File: config.mk
export PLATFORM = sky130hd
export DESIGN_NAME = gate_stimulus_sequencer
export DESIGN_NICKNAME = d
export VERILOG_FILES = /design/src/rtl/gate_demo_pkg.sv /design/src/rtl/button_debouncer.sv /design/src/rtl/gate_stimulus_sequencer.sv
export SDC_FILE = /design/constraint.sdc
export NUM_CORES = 1
export LEC_CHECK = 0
export ABC_AREA = 1
export BUFFER_PORTS_ARGS = -buffer_cell sky130_fd_sc_hd__buf_2
export CORE_MARGIN = 2
export CORE_UTILIZATION = 46
export CTS_CLUSTER_DIAMETER = 40
export DETAILED_ROUTE_END_ITERATION = 10
export GPL_TIMING_DRIVEN = 0
export PLACE_DENSITY = 0.71
export REMOVE_ABC_BUFFERS = 1
export SETUP_SLACK_MARGIN = 0.2
export SYNTH_ARGS = -nofsm -noshare
export SYNTH_HDL_FRONTEND = slang
export SYNTH_SLANG_ARGS = --single-unit
File: constraint.sdc
create_clock -name I_P_CLK -period 5.1 [get_ports I_P_CLK]
set_input_delay 0.51 -clock I_P_CLK [delete_from_list [all_inputs] [get_ports I_P_CLK]]
set_output_delay 0.51 -clock I_P_CLK [all_outputs]
set_load 0.005 [all_outputs]
File: src/rtl/gate_demo_pkg.sv
// gate_demo_pkg: shared states, vector count and reference gate function for the gate demo sequencer
package gate_demo_pkg;
  localparam int NUM_VECTORS = 4;
  typedef enum logic [2:0] {IDLE, DRIVE, SETTLE, CHECK, WAIT, DONE} state_t;
  function automatic logic expected_y(input logic a, input logic b);
    return a & b;
  endfunction
endpackage

File: src/rtl/button_debouncer.sv
// button_debouncer: synchronises a bouncy button, accepts a level after DEB_CYCLES stable samples, pulses on rise
module button_debouncer #(
  parameter int DEB_CYCLES = 1_000_000
) (
  input  logic I_P_CLK,
  input  logic I_P_RST,
  input  logic I_P_BTN,
  output logic O_P_LEVEL,
  output logic O_P_PULSE
);
  localparam int CW = $clog2(DEB_CYCLES + 1);
  logic [1:0]    sync_q;
  logic [CW-1:0] cnt_q, cnt_d;
  logic          level_q, level_d, pulse_q, hit;
  // a differing sample run of DEB_CYCLES flips the accepted level; any agreeing sample restarts the run
  always_comb begin
    hit = (sync_q[1] != level_q) && (cnt_q == CW'(DEB_CYCLES - 1));
    cnt_d = (sync_q[1] == level_q || hit) ? '0 : cnt_q + 1'b1;
    level_d = hit ? sync_q[1] : level_q;
  end
  // synchroniser, stable counter, accepted level and one-cycle rising pulse
  always_ff @(posedge I_P_CLK) begin
    if (I_P_RST) begin
      sync_q  <= '0;
      cnt_q   <= '0;
      level_q <= 1'b0;
      pulse_q <= 1'b0;
    end else begin
      sync_q  <= {sync_q[0], I_P_BTN};
      cnt_q   <= cnt_d;
      level_q <= level_d;
      pulse_q <= hit & sync_q[1];
    end
  end
  assign O_P_LEVEL = level_q;
  assign O_P_PULSE = pulse_q;
endmodule

File: src/rtl/gate_stimulus_sequencer.sv
// gate_stimulus_sequencer: walks a 2-input gate through 00..11, checks each output against AND, shows verdict on LEDs
module gate_stimulus_sequencer
  import gate_demo_pkg::*;
#(
  parameter int CLK_HZ        = 100_000_000,
  parameter int STEP_HZ       = 1,
  parameter int SETTLE_CYCLES = 4,
  parameter int DEB_CYCLES    = 1_000_000
) (
  input  logic I_P_CLK,
  input  logic I_P_RST,
  input  logic I_P_RUN,
  input  logic I_P_STEP,
  input  logic I_P_GATE_Y,
  output logic O_P_A,
  output logic O_P_B,
  output logic O_P_LED_A,
  output logic O_P_LED_B,
  output logic O_P_LED_GATE,
  output logic O_P_LED_PASS,
  output logic O_P_LED_FAIL,
  output logic O_P_LED_DONE
);
  localparam int TICK_DIV = CLK_HZ / STEP_HZ;
  localparam int TW = $clog2(TICK_DIV + 1);
  localparam int SW = $clog2(SETTLE_CYCLES + 1);
  state_t        state_q, state_d;
  logic [1:0]    run_sync_q, y_sync_q, idx_q, idx_d;
  logic [TW-1:0] tick_cnt_q;
  logic [SW-1:0] settle_q, settle_d;
  logic          a_q, a_d, b_q, b_d, gate_q, gate_d, fail_q, fail_d;
  logic          run_s, y_s, tick, step_pulse, advance, step_level_unused;
  assign run_s   = run_sync_q[1];
  assign y_s     = y_sync_q[1];
  assign tick    = run_s && (tick_cnt_q == TW'(TICK_DIV - 1));
  assign advance = run_s ? tick : step_pulse;
  button_debouncer #(.DEB_CYCLES(DEB_CYCLES)) u_step (
    .I_P_CLK  (I_P_CLK),
    .I_P_RST  (I_P_RST),
    .I_P_BTN  (I_P_STEP),
    .O_P_LEVEL(step_level_unused),
    .O_P_PULSE(step_pulse)
  );
  // synchronisers and the tick divider, held at zero while auto-run is off so it restarts on RUN rise
  always_ff @(posedge I_P_CLK) begin
    if (I_P_RST) begin
      run_sync_q <= '0;
      y_sync_q   <= '0;
      tick_cnt_q <= '0;
    end else begin
      run_sync_q <= {run_sync_q[0], I_P_RUN};
      y_sync_q   <= {y_sync_q[0], I_P_GATE_Y};
      tick_cnt_q <= (!run_s || tick) ? '0 : tick_cnt_q + 1'b1;
    end
  end
  // next state; operands are loaded on every entry to DRIVE so they change one cycle after the advance
  always_comb begin
    state_d  = state_q;
    idx_d    = idx_q;
    settle_d = settle_q;
    a_d      = a_q;
    b_d      = b_q;
    gate_d   = gate_q;
    fail_d   = fail_q;
    case (state_q)
      IDLE:   if (advance) begin state_d = DRIVE; idx_d = '0; end
      DRIVE:  begin state_d = SETTLE; settle_d = '0; end
      SETTLE: begin
        settle_d = settle_q + 1'b1;
        state_d  = (settle_q == SW'(SETTLE_CYCLES - 1)) ? CHECK : SETTLE;
      end
      CHECK:  begin
        gate_d  = y_s;
        fail_d  = fail_q | (y_s != expected_y(idx_q[1], idx_q[0]));
        state_d = (idx_q == 2'(NUM_VECTORS - 1)) ? DONE : WAIT;
      end
      WAIT:   if (advance) begin state_d = DRIVE; idx_d = idx_q + 2'd1; end
      DONE:   if (step_pulse) begin state_d = DRIVE; idx_d = '0; fail_d = 1'b0; end
      default: state_d = IDLE;
    endcase
    if (state_d == DRIVE && state_q != DRIVE) {a_d, b_d} = idx_d;
  end
  // sequencer state and registered outputs
  always_ff @(posedge I_P_CLK) begin
    if (I_P_RST) begin
      state_q  <= IDLE;
      idx_q    <= '0;
      settle_q <= '0;
      a_q      <= 1'b0;
      b_q      <= 1'b0;
      gate_q   <= 1'b0;
      fail_q   <= 1'b0;
    end else begin
      state_q  <= state_d;
      idx_q    <= idx_d;
      settle_q <= settle_d;
      a_q      <= a_d;
      b_q      <= b_d;
      gate_q   <= gate_d;
      fail_q   <= fail_d;
    end
  end
  assign O_P_A        = a_q;
  assign O_P_B        = b_q;
  assign O_P_LED_A    = a_q;
  assign O_P_LED_B    = b_q;
  assign O_P_LED_GATE = gate_q;
  assign O_P_LED_FAIL = fail_q;
  assign O_P_LED_DONE = (state_q == DONE);
  assign O_P_LED_PASS = (state_q == DONE) && !fail_q;
endmodule

# ---- Word level (Yosys, flattened, before mapping)
# Cells that the tools add are included.
dict set report totals {
  inputBits 5
  rom_bits 0
  latch_bits 0
  mem_count 0
  reg_bits 67
  mem_bits_rw 0
}
dict set report op_classes {
  magnitude_cmp 0
  eq_ne 15
  add_sub_neg 4
  div 0
  mux 13
  shifts 0
  reduce_logical 15
  bitwise 3
  multipliers 0
}
# op n
set ops {}
lappend ops {{$add 27x1->27 const B} 1}
lappend ops {{$eq 27x27->1 const B} 1}
lappend ops {{$add 20x1->20 const B} 1}
lappend ops {{$eq 20x20->1 const B} 1}
lappend ops {{$pmux 3 s5} 1}
lappend ops {{$eq 3x2->1 const B} 3}
lappend ops {{$eq 3x1->1 const B} 2}
lappend ops {{$eq 3x3->1 const B} 2}
lappend ops {{$mux 2} 3}
lappend ops {{$mux 3} 2}
lappend ops {{$pmux 2 s3} 1}
lappend ops {{$pmux 3 s2} 1}
lappend ops {{$reduce_or 2->1} 3}
lappend ops {{$logic_and 1x1->1} 4}
lappend ops {{$mux 1} 4}
lappend ops {{$reduce_bool 2->1} 2}
lappend ops {{$add 3x1->3 const B} 1}
lappend ops {{$logic_not 3->1} 1}
lappend ops {{$ne 3x1->1 const B} 1}
lappend ops {{$add 2x1->2 const B} 1}
lappend ops {{$and 1x1->1} 2}
lappend ops {{$eq 2x2->1 const B} 1}
lappend ops {{$logic_not 1->1} 2}
lappend ops {{$logic_or 1x1->1} 2}
lappend ops {{other kinds (6)} 7}

# ---- Depth between registers and ports, before layout
dict set report logic_depth {
  depth_word 7
  depth_mapped 15
  depth_no_buf 15
}

# ---- Modules after synthesis
# From an unflattened synthesis, not the netlist that was laid out.
dict set report hier_totals {
  cells_unflattened 473
  hier_area_um2 3414.5
}
# mod n_inst seq_area_each_um2 cells_each area_per_inst_um2
set modules_own_cells {}
lappend modules_own_cells {gate_stimulus_sequencer 1 860.8 284 2119.5}
lappend modules_own_cells {button_debouncer 1 480.5 189 1295.0}

# ---- Worst setup path after synthesis
# OpenSTA, ideal clock, no wires.
dict set report synth_timing {
  kind {reg-to-reg}
  start {register tick_cnt_q[0]}
  end {register b_q (netlist: O_P_B)}
  arrival_ps 1903
  n_path_buf 0
  path_stages_with_launch 16
  setup_slack_ps 3082
  period_less_slack_ps 2018
  path_cell_list {dfxtp_1 -> ha_1 -> nand2_1 -> nor2_2 -> nand2_2 -> nor2_1 -> nand2_2 -> nand2_2 -> nand2_1 -> ha_1 -> nand2_1 -> o211ai_1 -> o21a_1 -> nand3_1 -> nand2_1 -> nor2_1}
}
dict set report synth_between {
  elab_chain_cells 7
}
# element line
set synth_lines {}
lappend synth_lines {{from (decl)} gate_stimulus_sequencer.sv:29} ;# logic [TW-1:0] tick_cnt_q;
lappend synth_lines {{from (signal assigned)} gate_stimulus_sequencer.sv:53} ;# tick_cnt_q <= (!run_s || tick) ? '0 : tick_cnt_q + 1'b1;
lappend synth_lines {{$eq 27x27->1 *} gate_stimulus_sequencer.sv:35} ;# assign tick = run_s && (tick_cnt_q == TW'(TICK_DIV - 1));
lappend synth_lines {{$logic_and 1x1->1 *} gate_stimulus_sequencer.sv:35}
lappend synth_lines {{$mux 1 *} gate_stimulus_sequencer.sv:36} ;# assign advance = run_s ? tick : step_pulse;
lappend synth_lines {{$mux 3} {gate_stimulus_sequencer.sv:66, gate_stimulus_sequencer.sv:77}}
lappend synth_lines {{$pmux 3 s5} gate_stimulus_sequencer.sv:65} ;# case (state_q)
lappend synth_lines {{$eq 3x1->1} gate_stimulus_sequencer.sv:81} ;# if (state_d == DRIVE && state_q != DRIVE) {a_d, b_d} = idx_d;
lappend synth_lines {{$logic_and 1x1->1} gate_stimulus_sequencer.sv:81}
lappend synth_lines {{to (signal assigned)} gate_stimulus_sequencer.sv:90} ;# b_q <= 1'b0;
lappend synth_lines {{to (signal assigned)} gate_stimulus_sequencer.sv:98} ;# b_q <= b_d;
lappend synth_lines {{to (decl)} gate_stimulus_sequencer.sv:31} ;# logic a_q, a_d, b_q, b_d, gate_q, gate_d, fail_q, fail_d;
# Every way passes the cells marked *; elsewhere a longest branch is shown, timed or not.
# A chain may end at the register's enable or synchronous reset.

# ---- Final worst setup path
# Same ends and word-level chain as after synthesis.

==> impl_metrics.tcl <==
set metrics [dict create \
    status "complete, no violations" \
    fp.dieW_um 88.90 \
    final_common_cell "nand2_1" \
    mappedNetlistArea_um2 3316 \
    top_layer_used "met4" \
    cts.root.buffer_cell "clkbuf_8" \
    overflow 0 \
    synth_ff_type "dfxtp_1" \
    post_cts_buffers 0 \
    critical_path.max_fanout 6 \
    numCtsBuffers 9 \
    first_global_vias 2394 \
    worstSetupEndpointType "register" \
    pwr-share-seq_pct 51.5 \
    slew_headroom_pct 47.87 \
    io_pins 13 \
    utilization_pct 53.13 \
    fin_crit_sh_pct 46.49 \
    diodes 0 \
    ys_async_sr_fraction_pct 0 \
    final.setup.tns_ns 0 \
    die_y_um 88.90 \
    wire_per_inst_um 10.32 \
    hold_violations 0 \
    ant_nets 0 \
    p_total_mw 1.028 \
    power_leakage_nw 1.352 \
    first_pass_iters 4 \
    vias 2715 \
    clk_pin_slew_ns 0.07 \
    dp_slack_ns 2.763 \
    cts_max_level 3 \
    power.density_nw_per_um2 281.8 \
    met3WireLength_um 197 \
    clk-insertion-delay-late_ns 0.35 \
    fin_ws_ns 2.729 \
    internal_power_mw 0.8072 \
    synthTopCellsByArea "dfxtp_1 40%, nand2_1 8.7%, inv_1 7.0%, nor2_1 7.0%, a21oi_1 4.1%" \
    power_frac_clock_pct 46.6 \
    num_rows 30 \
    cts_resized 0 \
    placed_area_um2 3436 \
    required_ns 5.34 \
    antenna_found_initial 0 \
    initial_utilization_pct 48.27 \
    drt_iter0_drc 152 \
    grt_setup_unrepaired "no" \
    wl_met1_um 2785 \
    area_growth_pct 10.08 \
    dp_hpwl_um 4301 \
    synth_edf_count 0 \
    setup_viol 0 \
    port_buffers 12 \
    die-area_um2 7903 \
    reg2reg_slack_ns 2.73 \
    drive_above_1_share_pct 15.20 \
    p_switching_mw 0.2213 \
    path_class "register to register" \
    wl_um 5808 \
    worst_pin_slew_ns 0.7798 \
    holdCritPathClass "primary input to register" \
    post-route-min-period_ns 2.371 \
    synth.avg_cell_area_um2 7.401 \
    final_cell_mix "77 x nand2_1, 67 x dfxtp_1, 62 x inv_1, 62 x nor2_1, 27 x a21oi_1" \
    final_area_um2 3650 \
    drc_errors 0 \
    layout.nets 473 \
    drv_slew 0 \
    syn_inst 448 \
    cts_tree "built" \
    globalplace.congestion 0.8366 \
    dp_cells 548 \
    grt_max_degree 28 \
    p_sw_share_pct 21.51 \
    maxCapViolCount 0 \
    met2_length_um 2714 \
    cp.arrival_ns 2.61 \
    max_freq_mhz 421.7 \
    comb_power_share_pct 1.9 \
    yosys_warnings 0 \
    fin_skew_ns 0.009019 \
    layout.cells.non_filler 563 \
    core_um2 6869 \
    startpoint_type "register" \
    grt_usage_pct 16.27 \
    synth_top_area_share_pct 40.45 \
    vias_per_cell 4.822 \
    yosys_register_bits 67 \
    ctsLongestPathBuffers 2 \
    holdWs_ns 0.3605 \
    grt_pass1_wl_um 9998 \
    cts.sinks 67 \
    cts_hold_buffers 0 \
    ir_drop_mv 0.1754 \
    yosysTopAreaCell "dfxtp_1" \
    yosysUniqueCellTypes 35 \
    seq_area_frac_synth_pct 40.45 \
]
[area by class of cell]
type	instances	area [µm²]
fill	642	3219
multi-input combinational	307	1667
sequential	67	1341
inverter	66	247.7
clock buffer	9	123.9
tap	96	120.1
clock inverter	6	90.09
timing repair buffer	12	60.06
[routing by layer]
metal	GRT usage (%)	vias to the layer above
met2	26.39	39
li1	-	1461
met3	5.078	10
met1	20.02	1205
met5	0	-
met4	6.887	0
[power by group through the flow]
stage	Sequential, mW	Clock [mW]	Combinational, mW
5_1_grt	0.530	0.514	0.0227
3_3_place_gp	0.542	0	0.0191
6_report	0.530	0.479	0.0194
2_1_floorplan	0.542	0	0.0120
3_5_place_dp	0.542	0	0.0196
4_1_cts	0.530	0.494	0.0197
[worst max-delay path: stages, from the launching register on]
cell      delay [ns]
dfxtp_1         0.43
ha_1            0.23
nand2_1         0.10
nor2_2          0.13
nand2_2         0.12
nor2_1          0.24
nand2_2         0.11
nand2_2         0.09
nand2_1         0.07
ha_1            0.27
nand2_1         0.05
o211ai_1        0.09
o21a_1          0.16
nand3_1         0.08
nand2_1         0.07
nor2_1          0.04
[cells by family (layout without fill, tap and decap cells)]
logic type	Yosys count	count (layout)	synth area share, %
DFF	67	67	40.45
xor gates and xnor gates	20	20	5.510
and+or+nand+nor	243	243	36.49
adders and majority gates	5	5	1.887
AOI/OAI and AO/OA	39	39	6.377
buffers and inverters	74	93	9.283
[Yosys cell counts, drive strengths merged (2+ instances only)]
cell type,count
xor2,13
a31oi,2
nand3,26
or2,8
clkbuf,2
nor2,75
inv,66
buf,6
nor4,3
o21ai,5
ha,5
nor3,27
nand4,15
nand2,88
xnor2,7
o21a,2
dfxtp,67
a21oi,28
[state kept, by name, indices dropped and copies added (netlist names), 2 cells and up]
| signal | cells |
|---|---|
| idx_q | 2 |
| run_sync_q | 2 |
| settle_q | 3 |
| state_q | 3 |
| tick_cnt_q | 27 |
| u_step.cnt_q | 20 |
| u_step.sync_q | 2 |
| y_sync_q | 2 |
[final timing paths]
check,from,to,cells past startpoint
max,tick_cnt_q[0],O_P_B,15
min,I_P_GATE_Y,y_sync_q[0],3
max reg2reg,tick_cnt_q[0],O_P_B,15
min reg2reg,y_sync_q[0],y_sync_q[1],2
No activity file was read; power rests on OpenSTA's default activity.
